[src/rtl/clk_mon_if.sv]
// Status and control bundle between the clock monitor and its host.
interface clk_mon_if #(
  parameter int unsigned CNT_W = 8
);
  logic             mon_en;
  logic             err_clr;
  logic             clk_a_in;
  logic             clk_b_in;
  logic             a_lock;
  logic             b_lock;
  logic             all_lock;
  logic             a_err;
  logic             b_err;
  logic [CNT_W-1:0] a_period;
  logic [CNT_W-1:0] b_period;
  logic             err_irq;

  modport master (
    output mon_en, err_clr, clk_a_in, clk_b_in,
    input  a_lock, b_lock, all_lock, a_err, b_err, a_period, b_period, err_irq
  );

  modport slave (
    input  mon_en, err_clr, clk_a_in, clk_b_in,
    output a_lock, b_lock, all_lock, a_err, b_err, a_period, b_period, err_irq
  );
endinterface

[src/rtl/clk_mon.sv]
// Clock monitor: measures the period of two divided clocks in clk_50m cycles,
// tracks lock per channel and flags period/stuck faults with sticky error bits.
module clk_mon #(
  parameter int unsigned CNT_W    = 8,
  parameter int unsigned A_PERIOD = 5,
  parameter int unsigned B_PERIOD = 26,
  parameter int unsigned TOL      = 0,
  parameter int unsigned LOCK_CNT = 4,
  parameter int unsigned TIMEOUT  = 64
) (
  input logic      clk_50m,
  input logic      rst_n,
  clk_mon_if.slave bus
);

  // One spare bit so good+1 never wraps before it is clamped to LOCK_CNT.
  localparam int unsigned GoodW = $clog2(LOCK_CNT + 2);

  typedef enum logic [1:0] {StIdle, StArm, StMeas, StLocked} state_e;

  logic [1:0]            clk_in;
  logic [1:0]            lock;
  logic [1:0]            err_ev;
  logic [1:0][CNT_W-1:0] period;
  logic [1:0]            err_q, err_d;
  logic                  all_lock_q;
  logic                  irq_q, irq_d;

  assign clk_in = {bus.clk_b_in, bus.clk_a_in};

  for (genvar c = 0; c < 2; c++) begin : g_chan
    localparam int unsigned      Expected = (c == 0) ? A_PERIOD : B_PERIOD;
    localparam logic [CNT_W:0]   ExpW     = (CNT_W + 1)'(Expected);
    localparam logic [CNT_W:0]   TolW     = (CNT_W + 1)'(TOL);
    localparam logic [CNT_W:0]   DiffOne  = (CNT_W + 1)'(1);
    localparam logic [CNT_W-1:0] CntOne   = CNT_W'(1);
    localparam logic [CNT_W-1:0] CntTo    = CNT_W'(TIMEOUT - 1);
    localparam logic [CNT_W-1:0] CntMax   = '1;
    localparam logic [GoodW-1:0] GoodOne  = GoodW'(1);
    localparam logic [GoodW-1:0] GoodLock = GoodW'(LOCK_CNT);

    logic [2:0]       sync_q;
    logic             rise;
    state_e           state_q, state_d;
    logic [CNT_W-1:0] cnt_q, cnt_d, cnt_inc;
    logic [CNT_W-1:0] period_q, period_d;
    logic [GoodW-1:0] good_q, good_d, good_inc;
    logic [CNT_W:0]   diff, adiff;
    logic             in_tol;
    logic             timeout;
    logic             ev;

    // s1/s2/s3 live in bits 0/1/2; the fixed latency cancels out of the period.
    assign rise     = sync_q[1] & ~sync_q[2];
    assign cnt_inc  = (cnt_q == CntMax) ? cnt_q : cnt_q + CntOne;
    assign good_inc = good_q + GoodOne;
    // Signed deviation in CNT_W+1 bits, then magnitude.
    assign diff     = {1'b0, cnt_q} - ExpW;
    assign adiff    = diff[CNT_W] ? (~diff + DiffOne) : diff;
    assign in_tol   = (adiff <= TolW);
    assign timeout  = (cnt_q == CntTo) & ~rise;

    // Next-state for the per-channel measurement FSM.
    always_comb begin
      state_d  = state_q;
      cnt_d    = cnt_q;
      good_d   = good_q;
      period_d = period_q;
      ev       = 1'b0;
      if (!bus.mon_en) begin
        state_d = StIdle;
        cnt_d   = '0;
        good_d  = '0;
      end else begin
        case (state_q)
          StIdle: begin
            cnt_d   = '0;
            good_d  = '0;
            state_d = StArm;
          end
          StArm: begin
            if (rise) begin
              cnt_d   = CntOne;
              state_d = StMeas;
            end else if (timeout) begin
              ev     = 1'b1;
              good_d = '0;
              cnt_d  = '0;
            end else begin
              cnt_d = cnt_inc;
            end
          end
          StMeas, StLocked: begin
            if (rise) begin
              period_d = cnt_q;
              cnt_d    = CntOne;
              if (in_tol) begin
                if (good_inc >= GoodLock) begin
                  good_d  = GoodLock;
                  state_d = StLocked;
                end else begin
                  good_d  = good_inc;
                  state_d = StMeas;
                end
              end else begin
                good_d  = '0;
                ev      = 1'b1;
                state_d = StMeas;
              end
            end else if (timeout) begin
              // Stuck clock: rearm so the next edge restarts measurement.
              ev      = 1'b1;
              good_d  = '0;
              cnt_d   = '0;
              state_d = StArm;
            end else begin
              cnt_d = cnt_inc;
            end
          end
          default: state_d = StIdle;
        endcase
      end
    end

    // Synchroniser, FSM and measurement registers.
    always_ff @(posedge clk_50m or negedge rst_n) begin
      if (!rst_n) begin
        sync_q   <= '0;
        state_q  <= StIdle;
        cnt_q    <= '0;
        good_q   <= '0;
        period_q <= '0;
      end else begin
        sync_q   <= {sync_q[1:0], clk_in[c]};
        state_q  <= state_d;
        cnt_q    <= cnt_d;
        good_q   <= good_d;
        period_q <= period_d;
      end
    end

    assign lock[c]   = (state_q == StLocked);
    assign err_ev[c] = ev;
    assign period[c] = period_q;
  end

  // Sticky errors: a new event beats a coincident clear.
  always_comb begin
    err_d = err_q;
    if (bus.err_clr) begin
      err_d = '0;
    end
    err_d = err_d | err_ev;
    irq_d = (|err_d) & ~(|err_q);
  end

  // Shared status registers.
  always_ff @(posedge clk_50m or negedge rst_n) begin
    if (!rst_n) begin
      err_q      <= '0;
      irq_q      <= 1'b0;
      all_lock_q <= 1'b0;
    end else begin
      err_q      <= err_d;
      irq_q      <= irq_d;
      all_lock_q <= &lock;
    end
  end

  assign bus.a_lock   = lock[0];
  assign bus.b_lock   = lock[1];
  assign bus.all_lock = all_lock_q;
  assign bus.a_err    = err_q[0];
  assign bus.b_err    = err_q[1];
  assign bus.a_period = period[0];
  assign bus.b_period = period[1];
  assign bus.err_irq  = irq_q;

endmodule
[src/flat_wrapper.sv]
// flat-port wrapper written by rule: the top's interface ports become plain ports
module clk_mon_flat 
#(
  parameter int unsigned CNT_W    = 8,
  parameter int unsigned A_PERIOD = 5,
  parameter int unsigned B_PERIOD = 26,
  parameter int unsigned TOL      = 0,
  parameter int unsigned LOCK_CNT = 4,
  parameter int unsigned TIMEOUT  = 64
)
  (clk_50m, rst_n, bus_mon_en, bus_err_clr, bus_clk_a_in, bus_clk_b_in, bus_a_lock, bus_b_lock, bus_all_lock, bus_a_err, bus_b_err, bus_a_period, bus_b_period, bus_err_irq);
  clk_mon_if #(.CNT_W(CNT_W)) bus_i ();
  input logic clk_50m;
  input logic rst_n;
  input wire logic [$bits(bus_i.mon_en)-1:0] bus_mon_en;
  input wire logic [$bits(bus_i.err_clr)-1:0] bus_err_clr;
  input wire logic [$bits(bus_i.clk_a_in)-1:0] bus_clk_a_in;
  input wire logic [$bits(bus_i.clk_b_in)-1:0] bus_clk_b_in;
  output wire logic [$bits(bus_i.a_lock)-1:0] bus_a_lock;
  output wire logic [$bits(bus_i.b_lock)-1:0] bus_b_lock;
  output wire logic [$bits(bus_i.all_lock)-1:0] bus_all_lock;
  output wire logic [$bits(bus_i.a_err)-1:0] bus_a_err;
  output wire logic [$bits(bus_i.b_err)-1:0] bus_b_err;
  output wire logic [$bits(bus_i.a_period)-1:0] bus_a_period;
  output wire logic [$bits(bus_i.b_period)-1:0] bus_b_period;
  output wire logic [$bits(bus_i.err_irq)-1:0] bus_err_irq;
  assign bus_i.mon_en = bus_mon_en;
  assign bus_i.err_clr = bus_err_clr;
  assign bus_i.clk_a_in = bus_clk_a_in;
  assign bus_i.clk_b_in = bus_clk_b_in;
  assign bus_a_lock = bus_i.a_lock;
  assign bus_b_lock = bus_i.b_lock;
  assign bus_all_lock = bus_i.all_lock;
  assign bus_a_err = bus_i.a_err;
  assign bus_b_err = bus_i.b_err;
  assign bus_a_period = bus_i.a_period;
  assign bus_b_period = bus_i.b_period;
  assign bus_err_irq = bus_i.err_irq;
  clk_mon #(.CNT_W(CNT_W), .A_PERIOD(A_PERIOD), .B_PERIOD(B_PERIOD), .TOL(TOL), .LOCK_CNT(LOCK_CNT), .TIMEOUT(TIMEOUT)) u_core (.clk_50m(clk_50m), .rst_n(rst_n), .bus(bus_i));
endmodule
[config.mk]
export PLATFORM = sky130hd
export DESIGN_NAME = clk_mon_flat
export DESIGN_NICKNAME = d
export VERILOG_FILES = /design/src/rtl/clk_mon_if.sv /design/src/rtl/clk_mon.sv /design/src/flat_wrapper.sv
export SDC_FILE = /design/constraint.sdc
export NUM_CORES = 1
export LEC_CHECK = 0
export ABC_CLOCK_PERIOD_IN_PS = 7500
export CAP_MARGIN = 25
export CORE_ASPECT_RATIO = 0.5
export CORE_UTILIZATION = 35
export CTS_BUF_LIST = sky130_fd_sc_hd__clkbuf_16
export DETAILED_ROUTE_END_ITERATION = 8
export GPL_ROUTABILITY_DRIVEN = 0
export GPL_TIMING_DRIVEN = 1
export PLACE_DENSITY_LB_ADDON = 0.08
export SETUP_SLACK_MARGIN = 0.4
export SKIP_LAST_GASP = 1
export SYNTH_ARGS = -nofsm -noshare
export SYNTH_HDL_FRONTEND = slang
export SYNTH_SLANG_ARGS = --single-unit
export TNS_END_PERCENT = 100
[constraint.sdc]
create_clock -name clk_50m -period 7.5 [get_ports clk_50m]
set_input_delay 1.5 -clock clk_50m [delete_from_list [all_inputs] [get_ports clk_50m]]
set_output_delay 1.5 -clock clk_50m [all_outputs]
set_load 0.1 [all_outputs]
# Word-level counts from Yosys, hierarchy flattened
# Index checks and enable logic that the tools add are counted.
totals:
  rom_bits: 0
  input_bits: 6
  ram_bits: 0
  word_cells: 122
  register_bits: 52
  memories: 0
  latch_bits: 0
  out_inout_bits: 22
op_classes:
  n_bitwise: 13
  addsub: 8
  magnitude_cmp: 4
  n_mux: 53
  n_reduce_logical: 13
  n_shift: 0
  n_mul: 0
  div_mod_pow: 0
  n_eq_ne: 18
ops:
  columns: ["op", "n"]
  rows:
  - ["2-to-1 mux 8 bit", 8]
  - ["2-to-1 mux 3 bit", 12]
  - ["one-hot mux 8 bit (2 select lines)", 2]
  - ["adder 9 x 1 -> 9 bit (second input constant)", 2]
  - ["<= comparator 9 x 1 -> 1 bit (second input constant)", 2]
  - ["2-to-1 mux 2 bit", 9]
  - ["2-to-1 mux 9 bit", 2]
  - ["inverter 9 bit", 2]
  - ["one-hot mux 3 bit (3 select lines)", 2]
  - ["adder 8 x 1 -> 8 bit (second input constant)", 2]
  - ["equality test 8 x 6 -> 1 bit (second input constant)", 2]
  - ["equality test 8 bit (second input constant)", 2]
  - ["2-to-1 mux 1 bit", 14]
  - ["one-hot mux 2 bit (3 select lines)", 2]
  - ["inequality test 5 x 3 -> 1 bit (second input constant)", 2]
  - ["subtractor 8 x 3 -> 9 bit (second input constant)", 1]
  - ["subtractor 8 x 5 -> 9 bit (second input constant)", 1]
  - ["equality test 2 bit (second input constant)", 4]
  - ["inequality test 4 x 2 -> 1 bit (second input constant)", 2]
  - ["OR reduction 2 bit", 4]
  - ["adder 3 x 1 -> 3 bit (second input constant)", 2]
  - [">= comparator 3 bit (second input constant)", 2]
  - ["inequality test 3 x 2 -> 1 bit (second input constant)", 2]
  - ["inequality test 3 bit (second input constant)", 2]
  - ["9 further kinds", 24]

# Longest topological paths before layout
# Gate-level depths: netlist (run 1).
logic_depth:
  word_depth: 12
  depth_mapped: 8
  ltp_nobuf: 8

# Worst setup path after synthesis (run 1)
# No wires, ideal clock.
synth_path:
  path_type: "register -> output"
  startpoint: "register u_core.g_chan[0].state_q[1]"
  endpoint: "output port bus_a_lock"
  path_stages_with_launch: 3
  t_arrival_ns: 1.385
  required_time_ns: 6.000
  path_slack_ns: 4.615
  n_path_buf: 1
  path_cell_list: "dfrtp_1 -> clkbuf_1 -> and2_1"
synth_via:
  elab_chain_len: 1
synth_rtl:
  columns: ["item", "line", "rtl"]
  rows:
  - ["start, declared", "clk_mon.sv:44", "state_e state_q, state_d;"]
  - ["start signal, assigned", "clk_mon.sv:129", "state_q <= StIdle;"]
  - ["start signal, assigned", "clk_mon.sv:135", "state_q <= state_d;"]
  - ["equality test 2 bit", "clk_mon.sv:142", "assign lock[c] = (state_q == StLocked);"]
  - ["end, declared", "flat_wrapper.sv:19", "output wire logic [$bits(bus_i.a_lock)-1:0] bus_a_lock;"]
# Every way passes these cells.

# Final worst setup path (run 1)
# Ends and elaborated chain as after synthesis.

==> results.txt, run 1 <==
- The run finished with clean final reports.
- During I/O placement, the number of pins put on the boundary was 28.
- Initial antenna violation count: 0
* Sort of element at the start of the critical path: register
- Number of storage elements in the synthesis netlist: 52
- The clock period could shrink to 3.629 ns.
- Die ar.: 8073 sq um
- Layout overhead on the synthesized area: 17.74%
* Critical setup path kind: register to primary output
- After the last flow step, the layout net total stands at 323.
- The floorplan step set the die height to 64.04 um.
- DR pass1 iterations: 4
- Depth of the CTS H-tree: 2
* Share of the synthesized area in the top cell type: 48.30%
* Number of max-cap violations: 0
- Post-layout util: 43.00%
- Type of element capturing the critical path: primary output
* WL/cell: 14.39 um
* Number of core rows: 22
- Maximum number of pins on one net before global-route repair: 53
- The finished cells cover 3172 sq um.
* Sum of negative setup slack: 0 ns
- Root buffer cell: sky130_fd_sc_hd__clkbuf_16
* Number of clock buffers inserted by TritonCTS: 5
* Post-synth EDFFs: 0
* Clock Sink Count: 52
* CTS Buffer Depth: 2
- Most used standard cell by instance count after synthesis: sky130_fd_sc_hd__dfrtp_1
- Share of the yosys chip area belonging to registers: 48.30%
* Leading cell types by count after synthesis: sky130_fd_sc_hd__dfrtp_1 (52), sky130_fd_sc_hd__nand2_1 (41), sky130_fd_sc_hd__o21ai_0 (25), sky130_fd_sc_hd__nor2_1 (17), sky130_fd_sc_hd__nand3_1 (13)
- Worst Path Arrival: 2.13 ns
- Of the cells placed in the final design, the portion with a size suffix greater than 1 is 6.818%.
* Flop-to-flop setup slack: 4.96 ns
- The biggest area contributor in the post-synthesis netlist is sky130_fd_sc_hd__dfrtp_1.
- In this run the post-CTS setup repair buffer count came out at 0.
* Post-Route WL: 5.814 mm
- Worst Max-Slew Pin Slew: 0.9745 ns
- Setup violations remaining at the end of the flow were counted as 0.
- After global routing the overflow that remains totals 0.
* DR DRC count: 0
- Worst r2r dst: u_core.g_chan[1].good_q[1]
- Counting instances, the worst hold path has a depth of 0.
- The number of failing hold endpoints at the final stage came to 0.
- After detailed placement, the total cell area comes to 3035 sq um.
* Final setup skew: 0.004252 ns
* Critical Path RT: 6.00 ns
- The floorplan step defined a core boundary enclosing 7377 sq um.
* Period utilization: 48.39%
- Dividing the synthesized area by the synthesized cell count gives 9.485 sq um.
- When the netlist entered floorplanning its net count stood at 300.
- Relative max-transition margin: 34.83%
- All-Layer GR Usage: 16.42%
* Min-Delay Startpoint: u_core.g_chan[1].sync_q[0]
- Iteration-0 DRC count of the detailed router: 125
* Via-per-instance ratio: 5.260
* Quantity of gates resized following cts: 0
- The later pin in the worst-skew pair is clocked with a latency of 0.29 ns.
- Crit. Startpoint: u_core.g_chan[0].state_q[1]
* Unique masters post-synth: 56
* Top fanout value on the critical path: 12
- The worst register-to-register path has a depth of 7.
* Clock-pin slew on the worst setup and hold paths: 0.07 ns
* Power density relative to cell area: 181.5 nW/um^2
- Setup repair after global routing left no endpoint under its margin.
- Summed over all cells, the static leakage comes to 0.001404 uW.
* Area of the mapped netlist: 2694 sq um
* Post-Synthesis Cells: 284
- During synthesis, Yosys emitted a total of 0 warnings.
* Hold_buf cts: 0
* Antenna Cells: 0
- The first global-routing pass estimated 10.30 mm of wire.
* End of the worst hold path: u_core.g_chan[1].sync_q[1]
- The startpoint identified for the worst register-to-register timing path is u_core.g_chan[1].cnt_q[1].
- The via count of the first global-routing pass came to 2,110.
- Clock tree from TritonCTS: done
* Ys flop type: sky130_fd_sc_hd__dfrtp_1
- VDD sags by at most 73.21 uV.
* PortBufs: 27
- Total vias in the final route: 2,125
- For this configuration, the core starts out at a cell density of 36.52%.
* Worst hold path type: register to register
- DIE WIDTH: 126.1 um
- Fmax achieved: 275.6 MHz
- Once detailed placement completed, the half-perimeter wirelength came to 4.141 mm.
- Count of antenna-violating nets left after detailed routing: 0
- Counting flops with an async set or reset pin after synthesis yields a share of 100.0%.
- The max-slew violation total from the final report came to 0.
- Counting the fill cells in the layout gives 717.
- Yosys attributes the largest share of cell area to sky130_fd_sc_hd__dfrtp_1 (48%), sky130_fd_sc_hd__nand2_1 (5.7%), sky130_fd_sc_hd__ha_1 (4.6%).
kinds of logic after synthesis:
| kind of cell | count (synthesis) | synth area share (%) |
|---|---|---|
| AOI/OAI and AO/OA | 70 | 17.56 |
| xor gates and xnor gates | 6 | 1.951 |
| and+or+nand+nor | 116 | 21.55 |
| buffers and inverters | 24 | 3.576 |
| DFF | 52 | 48.30 |
| muxes | 5 | 2.044 |
| adders and majority gates | 11 | 5.016 |
area by class of cell:
type	count	area (sq um)	share of cell area, %
multi-input combinational	208	1296	40.87
sequential	52	1301	41.03
clock buffer	5	125.1	3.945
tap	96	120.1	3.787
clock inverter	3	11.26	0.3550
inverter	12	45.04	1.420
timing repair buffer	28	272.8	8.600
worst max path at each step:
| stage | slack (ns) | cells past startpoint | end |
|---|---|---|---|
| global placement | 4.04 | 7 | u_core.g_chan[0].cnt_q[3] |
| global route | 3.78 | 2 | bus_a_lock |
| finish | 3.87 | 2 | bus_a_lock |
| detailed placement | 3.97 | 7 | u_core.g_chan[0].cnt_q[3] |
| CTS | 3.87 | 2 | bus_a_lock |
| floorplan | 4.61 | 2 | bus_a_lock |
registers in the layout (all words and copies together) (netlist names):
name and flops:
u_core.bus.a_period 8, u_core.bus.all_lock 1, u_core.bus.b_period 8, u_core.bus.err_irq 1, u_core.err_q 2, u_core.g_chan.cnt_q 16
u_core.g_chan.good_q 6, u_core.g_chan.state_q 4, u_core.g_chan.sync_q 6
routing by layer:
metal / part of all wire, % / vias to the layer above / GRT usage (%)
li1: - / 1061 / -
met1: 50 / 1024 / 21.22
met2: 45 / 33 / 26.86
met3: 4.0 / 7 / 4.439
met4: 0.86 / 0 / 5.271
met5: 0 / - / 0
report_power, final:
part           switching (uW)  internal (uW)
combinational            42.5           17.1
sequential               8.01            287
clock                     100            120
total                     151            425
stage by stage:
stage          hold WS, ns  total power (uW)  setup WS, ns  instances
6_report            0.3472             575.7         3.871        404
5_1_grt             0.3508             604.4         3.782        404
4_1_cts             0.3501             584.4         3.868        404
3_5_place_dp        0.3364             361.6         3.966        396
3_3_place_gp        0.3323             360.8         4.037        396
2_1_floorplan       0.3312             339.9         4.615        284
critical path, stage by stage (launching register included):
cell and delay [ns]:
sky130_fd_sc_hd__dfrtp_1 0.52, sky130_fd_sc_hd__and2_1 0.19, sky130_fd_sc_hd__clkdlybuf4s50_1 1.13
cells in the final DEF, fill, tap and decap left out, drive strengths merged, types with 2 or more instances in the layout:
cell           netlist  routed
nand2               41      41
xnor2                3       3
o211ai               3       3
a31oi                8       8
nor2b                8       8
nor2                17      17
nor3                 8       8
and3                 7       7
clkdlybuf4s50        0      26
buf                  4       2
nand2b               4       4
ha                  10      10
clkbuf               8       5
xor2                 3       3
dfrtp               52      52
o21ai               25      25
a22oi                2       2
a21o                 2       2
inv                 12      14
o21a                 2       2
nand3               13      13
a311oi               4       4
or3                  3       3
a211oi               2       2
a21oi               11      11
a32oi                2       2
nand3b               2       2
and2                 3       3
mux2                 4       4
or4                  2       2
No activity file was read; power rests on OpenSTA's default activity.
==> run 2, diff against run 1 <==
--- a/config.mk
+++ b/config.mk
@@ -5,7 +5,7 @@
 export SDC_FILE = /design/constraint.sdc
 export NUM_CORES = 1
 export LEC_CHECK = 0
-export ABC_CLOCK_PERIOD_IN_PS = 7500
+export ABC_CLOCK_PERIOD_IN_PS = 3760
 export CAP_MARGIN = 25
 export CORE_ASPECT_RATIO = 0.5
 export CORE_UTILIZATION = 35
==> constraint.sdc (replaced) <==
create_clock -name clk_50m -period 3.76 [get_ports clk_50m]
set_input_delay 0.752 -clock clk_50m [delete_from_list [all_inputs] [get_ports clk_50m]]
set_output_delay 0.752 -clock clk_50m [all_outputs]
set_load 0.1 [all_outputs]
==> run 2 against run 1 <==
Largest cell class unchanged. Total power increased by 100%. Sequential power up 100%. Sequential share of layout area fell by 0.13 points. Register-to-register slack got worse by 3.7 ns. Hold slack better by 0.0038 ns. Clock skew grew 0.00066 ns.
==> results.txt, run 2 (synthesized netlist as in run 1, its figures left out) <==
- Global routing finished with a remaining overflow of 0.
* Total vias in the final route: 2,145
- Summing all multi-input logic gate instances after layout gives 1296 sq um.
* Root buffer cell: sky130_fd_sc_hd__clkbuf_16
- Die Y: 64.04 um
* Relative max-transition margin: 33.93%
* Final setup skew: 0.004910 ns
- Clock-pin slew was measured on the worst setup and hold paths at 0.07 ns.
- End of the worst hold path: u_core.g_chan[0].sync_q[1]
- Most common library cell in the layout ignoring fill and taps: sky130_fd_sc_hd__dfrtp_1
- Power density relative to cell area: 361.1 nW/um^2
- Of all nets on the critical path, the largest fanout is 2.
* Number of cells on the critical path: 1
- The via count of the first global-routing pass is 2,121.
- The first global-routing pass estimated 10.61 mm of wire.
* Type of element capturing the critical path: primary output
- The H-tree was split into 2 levels.
* Fmax achieved: 390.4 MHz
- Run status: complete, no violations
* Hold path depth: 0
* Final #Nets: 325
- Critical Path RT: 3.01 ns
* Critical path's slowest cell: sky130_fd_sc_hd__clkdlybuf4s50_1
- Summed over all layers, the routed wires come to 6.091 mm.
- The startpoint identified for the worst hold timing path is u_core.g_chan[0].sync_q[0].
- Number of max-cap violations: 0
- In this run the static leakage power is 0.001419 uW.
* CTS Buffer Depth: 2
- Sum of net half-perimeters after detailed placement: 4.281 mm
- Clock Sink Count: 52
- Entering global routing, the biggest net connects 38 pins.
- The first detailed-routing pass ran for 4 iterations.
- Setup slack on the worst reg-to-reg path comes out at 1.25 ns.
- The core region is 7377 sq um.
- Iteration-0 DRC count of the detailed router: 126
* Sequential standard cell area: 1301 sq um
* Sum of negative setup slack: 0 ns
- At the worst endpoint, the arrival time is 1.81 ns.
* Count of buffers added by post-CTS timing repair for setup: 0
- Critical setup path kind: register to primary output
- TritonCTS built the clock tree.
- Period utilization: 68.13%
* Count of antenna-violating nets left after detailed routing: 0
- All-Layer GR Usage: 16.94%
- Register ranked first by flip-flop count: u_core.g_chan.cnt_q
* Sort of element at the start of the critical path: register
- Setup violations remaining at the end of the flow were counted as 0.
- In this run the tool buffered the top-level ports with 27 buffer cells.
* Number of clock buffers inserted by TritonCTS: 5
- Worst path buffer plus inverter count: 1
* Number of inserted filler cells in the final layout: 711
- At the pin with the least slew margin, the transition time is 0.9879 ns.
* Reg-to-reg startpoint: u_core.g_chan[1].cnt_q[2]
* Source-to-sink clock delay at the later pin of the worst-skew pair: 0.29 ns
- For this design, the CTS-stage hold fixing added 0 buffers.
- Final Slew Violations: 0
- Quantity of gates resized following cts: 0
- Effective utilization at floorplan: 36.52%
* Post-layout util: 43.13%
- Ports placed on the boundary: 28
- Layout overhead on the synthesized area: 18.11%
- Via-per-instance ratio: 5.283
- The worst hold path belongs to the class register to register.
* Setup repair after global routing missed its margin: false
* Worst r2r dst: u_core.g_chan[1].good_q[1]
- Largest delay contributor family on the critical path: buffers and inverters
- After detailed routing, the average wire length per cell comes to 15.00 um.
* Antenna Cells: 0
* DR DRC count: 0
* Final worst path period need: 2.562 ns
- Fraction of final layout cells sized beyond drive strength 1: 8.065%
- Number of failing hold endpoints at the final stage: 0
- The number of antenna violations at the first check in global routing came to 0.
- In this design, the stage delay of the slowest critical-path cell is 1.15 ns.
- Die ar.: 8073 sq um
* Ordered list of cells on the worst path: clkdlybuf4s50_1
- Number of core rows: 22
* R2R depth: 7
- Most used cells in the layout excluding fill and tap cells: sky130_fd_sc_hd__dfrtp_1 (52), sky130_fd_sc_hd__nand2_1 (41), sky130_fd_sc_hd__o21ai_0 (25)
- The register with the most flip-flops in the layout has 16 of them.
* Maximum vdd ir drop: 141.3 uV
* DIE WIDTH: 126.1 um
## run 2: cell types whose count changed in the layout (fill, tap and decap cells not counted)
| cell | previous run | this run |
|---|---|---|
| sky130_fd_sc_hd__buf_4 | 1 | 5 |
| sky130_fd_sc_hd__clkdlybuf4s50_1 | 26 | 24 |
## run 2: metal layers
layer	wire, um	GRT usage (%)
met5	0	0
met4	51	4.518
met3	183	4.020
met2	2833	28.59
met1	3023	21.93
## run 2: layout make-up
cell class,instances,area share [%]
clock buffers,5,3.932
clock inverters,3,0.3539
inverters,12,1.416
multi-input cells,208,40.74
flip-flops and latches,52,40.90
well taps,96,3.775
repair buffers,30,8.887
## run 2: metrics by stage
stage	power [uW]	hold WS, ns	instances	area [sq um]	setup slack (ns)
floorplan	678.0	0.3312	284	2694	1.409
global placement	720.4	0.3331	398	3045	1.074
detailed placement	722.8	0.3363	398	3045	0.9942
CTS	1166	0.3517	406	3182	1.188
global route	1209	0.3691	406	3182	1.105
finish	1149	0.3511	406	3182	1.198
## run 2: how the worst max path moves through the flow
stage,endpoint,slack (ns),startpoint
CTS,bus_b_err,1.19,u_core.err_q[1]
detailed placement,u_core.g_chan[0].cnt_q[0],0.99,bus_mon_en
global route,u_core.g_chan[1].good_q[1],1.10,u_core.g_chan[1].cnt_q[1]
global placement,u_core.g_chan[0].cnt_q[0],1.07,bus_mon_en
finish,bus_a_period[4],1.20,u_core.bus.a_period[4]
floorplan,u_core.g_chan[1].good_q[1],1.41,u_core.g_chan[1].cnt_q[1]
## run 2: power breakdown
part / switching [uW] / internal, uW / total, uW / leakage, uW
Clock: 198 / 240 / 438 / 0.0000738
Sequential: 17.0 / 573 / 591 / 0.000705
Combinational: 86.0 / 34.6 / 121 / 0.000641
==> run 3, diff against run 2 <==
--- a/config.mk
+++ b/config.mk
@@ -5,7 +5,7 @@
 export SDC_FILE = /design/constraint.sdc
 export NUM_CORES = 1
 export LEC_CHECK = 0
-export ABC_CLOCK_PERIOD_IN_PS = 3760
+export ABC_CLOCK_PERIOD_IN_PS = 2700
 export CAP_MARGIN = 25
 export CORE_ASPECT_RATIO = 0.5
 export CORE_UTILIZATION = 35
==> constraint.sdc (replaced) <==
create_clock -name clk_50m -period 2.7 [get_ports clk_50m]
set_input_delay 0.54 -clock clk_50m [delete_from_list [all_inputs] [get_ports clk_50m]]
set_output_delay 0.54 -clock clk_50m [all_outputs]
set_load 0.1 [all_outputs]
==> run 3 against run 2 <==
Global-route usage is 0.19 points higher. Non-clock buffer count up 13. Setup slack worse by 0.79 ns. Critical path type is now register to register. Total power up 41%. Cell area rose by 3.7%. Clock power increased by 42%. Count of clock-buffer cells in the layout did not move. First-iteration DRC count grew 17%. Routed wire length is 2.2% higher. Critical path depth up 6.
==> results.txt, run 3 (synthesized netlist as in run 1, its figures left out) <==
- STA classifies the critical path endpoint as a register.
- Leftover overflow at the end of global routing: 0
- Endpoints failing setup: 0
- Wire length on met3: 179 um
* Final Slew Violations: 0
- After layout, the worst path uses 84.73% of the clock period.
- In this run the top signal layer used is met4.
- Critical Path RT: 2.92 ns
* Design Power: 1623 uW
* Maximum vdd ir drop: 240.3 uV
* Sum of net half-perimeters after detailed placement: 4.427 mm
- Final hold slack: 0.1977 ns
* WL/cell: 14.89 um
- Most common library cell in the layout ignoring fill and taps: sky130_fd_sc_hd__dfrtp_1
- Data arrives at the worst endpoint at 2.50 ns.
* Root buffer cell: sky130_fd_sc_hd__clkbuf_16
- Setup total negative slack on the finished layout was measured at 0 ns.
- 28 I/O pins were placed.
* Setup repair after global routing missed its margin: true
* Max FFs per register: 16
- Global routing used 17.14% of the available tracks across all layers.
* Top fanout value on the critical path: 5
- In the final routing, the length of wire on met1 measures 3.012 mm.
* Antenna Cells: 0
- Number of global-route vias before repair: 2,177
* Clock tree from TritonCTS: done
* Source-to-sink clock delay at the later pin of the worst-skew pair: 0.30 ns
* Relative max-transition margin: 67.38%
- The number of antenna violations at the first check in global routing came to 0.
- DR DRC count: 0
* Run status: complete, no violations
- Number of core rows: 22
- For this design, the sink count on the clock tree is 52.
- The critical path is of the register to register type.
- Across the run, the number of max-cap violations was 0.
- Layout overhead on the synthesized area: 22.48%
- CTS Buffer Depth: 2
* Total vias in the final route: 2,204
- The die covers 8073 sq um.
- Placeable core region: 7377 sq um
* Sort of element at the start of the critical path: register
* Fraction of final layout cells sized beyond drive strength 1: 22.05%
* Post-Route WL: 6.225 mm
- Worst hold path type: primary input to async pin
* Maximum number of pins on one net before global-route repair: 22
- Final #Nets: 338
- For this configuration, the core starts out at a cell density of 36.52%.
* Final worst path period need: 2.288 ns
- DR pass1 iterations: 4
* Iteration-0 DRC count of the detailed router: 148
* Register ranked first by flip-flop count: u_core.g_chan.cnt_q
- The first global-routing pass estimated 10.58 mm of wire.
* Count of antenna-violating nets left after detailed routing: 0
- After detailed routing, the met2 layer carries 2.918 mm of wire.
* Worst Max-Slew Pin Slew: 0.4883 ns
* PortBufs: 27
- DIE WIDTH: 126.1 um
- Number of failing hold endpoints at the final stage: 0
- Depth of the CTS H-tree: 2
- Most used cells in the layout excluding fill and tap cells: sky130_fd_sc_hd__dfrtp_1 (49), sky130_fd_sc_hd__nand2_1 (40), sky130_fd_sc_hd__buf_4 (38)
- Die Y: 64.04 um
- Pleak: 0.001523 uW
- Number of clock buffers inserted by TritonCTS: 5
- Fmax achieved: 437.1 MHz
- After clock tree synthesis, the clock-pin slew on the worst setup and hold paths is 0.07 ns.
- Power spread over the standard cell area amounts to 491.8 nW/um^2.
- For the final database, setup skew stands at 0.007173 ns.
- Via-per-instance ratio: 5.273
## run 3: path summary, 6_finish.rpt
| path | from | end | slack, ns | depth (start not counted) |
|---|---|---|---|---|
| worst max-delay path | u_core.g_chan[1].cnt_q[1] | u_core.g_chan[1].good_q[0] | 0.41 | 7 |
| worst min-delay path | rst_n | u_core.bus.all_lock | 0.20 | 1 |
| worst max register to register | u_core.g_chan[1].cnt_q[1] | u_core.g_chan[1].good_q[0] | 0.41 | 7 |
| worst min register to register | u_core.g_chan[0].sync_q[0] | u_core.g_chan[0].sync_q[1] | 0.35 | 0 |
| max in group asynchronous | rst_n | u_core.g_chan[1].good_q[1] | 1.88 | 2 |
| min in group clk_50m | u_core.g_chan[0].sync_q[0] | u_core.g_chan[0].sync_q[1] | 0.35 | 0 |
## run 3: where the power goes
part / total (uW) / leakage [uW] / internal [uW] / switching [uW]
logic: 180 / 0.000759 / 55.4 / 125
clock network: 623 / 0.0000648 / 333 / 290
registers: 819 / 0.000700 / 799 / 20.9
## run 3: through the flow
stage	cell area (sq um)	instances	utilization [%]	setup WS [ns]
after floorplan	2708	284	-	0.4103
after detailed placement	3062	405	41.50	0.2558
after global routing	3299	418	44.73	0.3619
after global placement	3062	405	41.50	0.3255
final	3299	418	44.73	0.4124
after CTS	3258	417	44.17	0.4185
## run 3: repair_timing
action	in CTS	in global routing
cloned	0	0
endpoints found under the setup margin	2	3
pin swaps	8	6
buffers inserted	5	1
hold buffers	0	0
resized for setup	5	6
## run 3: layout make-up
cell class,instances,area (sq um)
Timing Repair Buffer,43,330.3
Clock buffer,5,125.1
Tap cell,96,120.1
Fill cell,735,4078
Sequential cell,52,1305
Clock inverter,2,7.507
Inverter,12,45.04
Multi-Input combinational cell,208,1366
## run 3: routing by layer
layer | track usage (%) | up-vias
met5 | 0 | -
met2 | 29.01 | 32
met3 | 4.523 | 12
li1 | - | 1083
met1 | 20.84 | 1077
met4 | 7.380 | 0
## run 3: critical path, stage by stage, from the launching register on
cell and delay (ns):
sky130_fd_sc_hd__dfrtp_2 0.42, sky130_fd_sc_hd__inv_2 0.07, sky130_fd_sc_hd__ha_4 0.27, sky130_fd_sc_hd__nand2_2 0.06, sky130_fd_sc_hd__or4b_4 0.48, sky130_fd_sc_hd__o32a_4 0.22
sky130_fd_sc_hd__or4_4 0.52, sky130_fd_sc_hd__a31oi_1 0.17
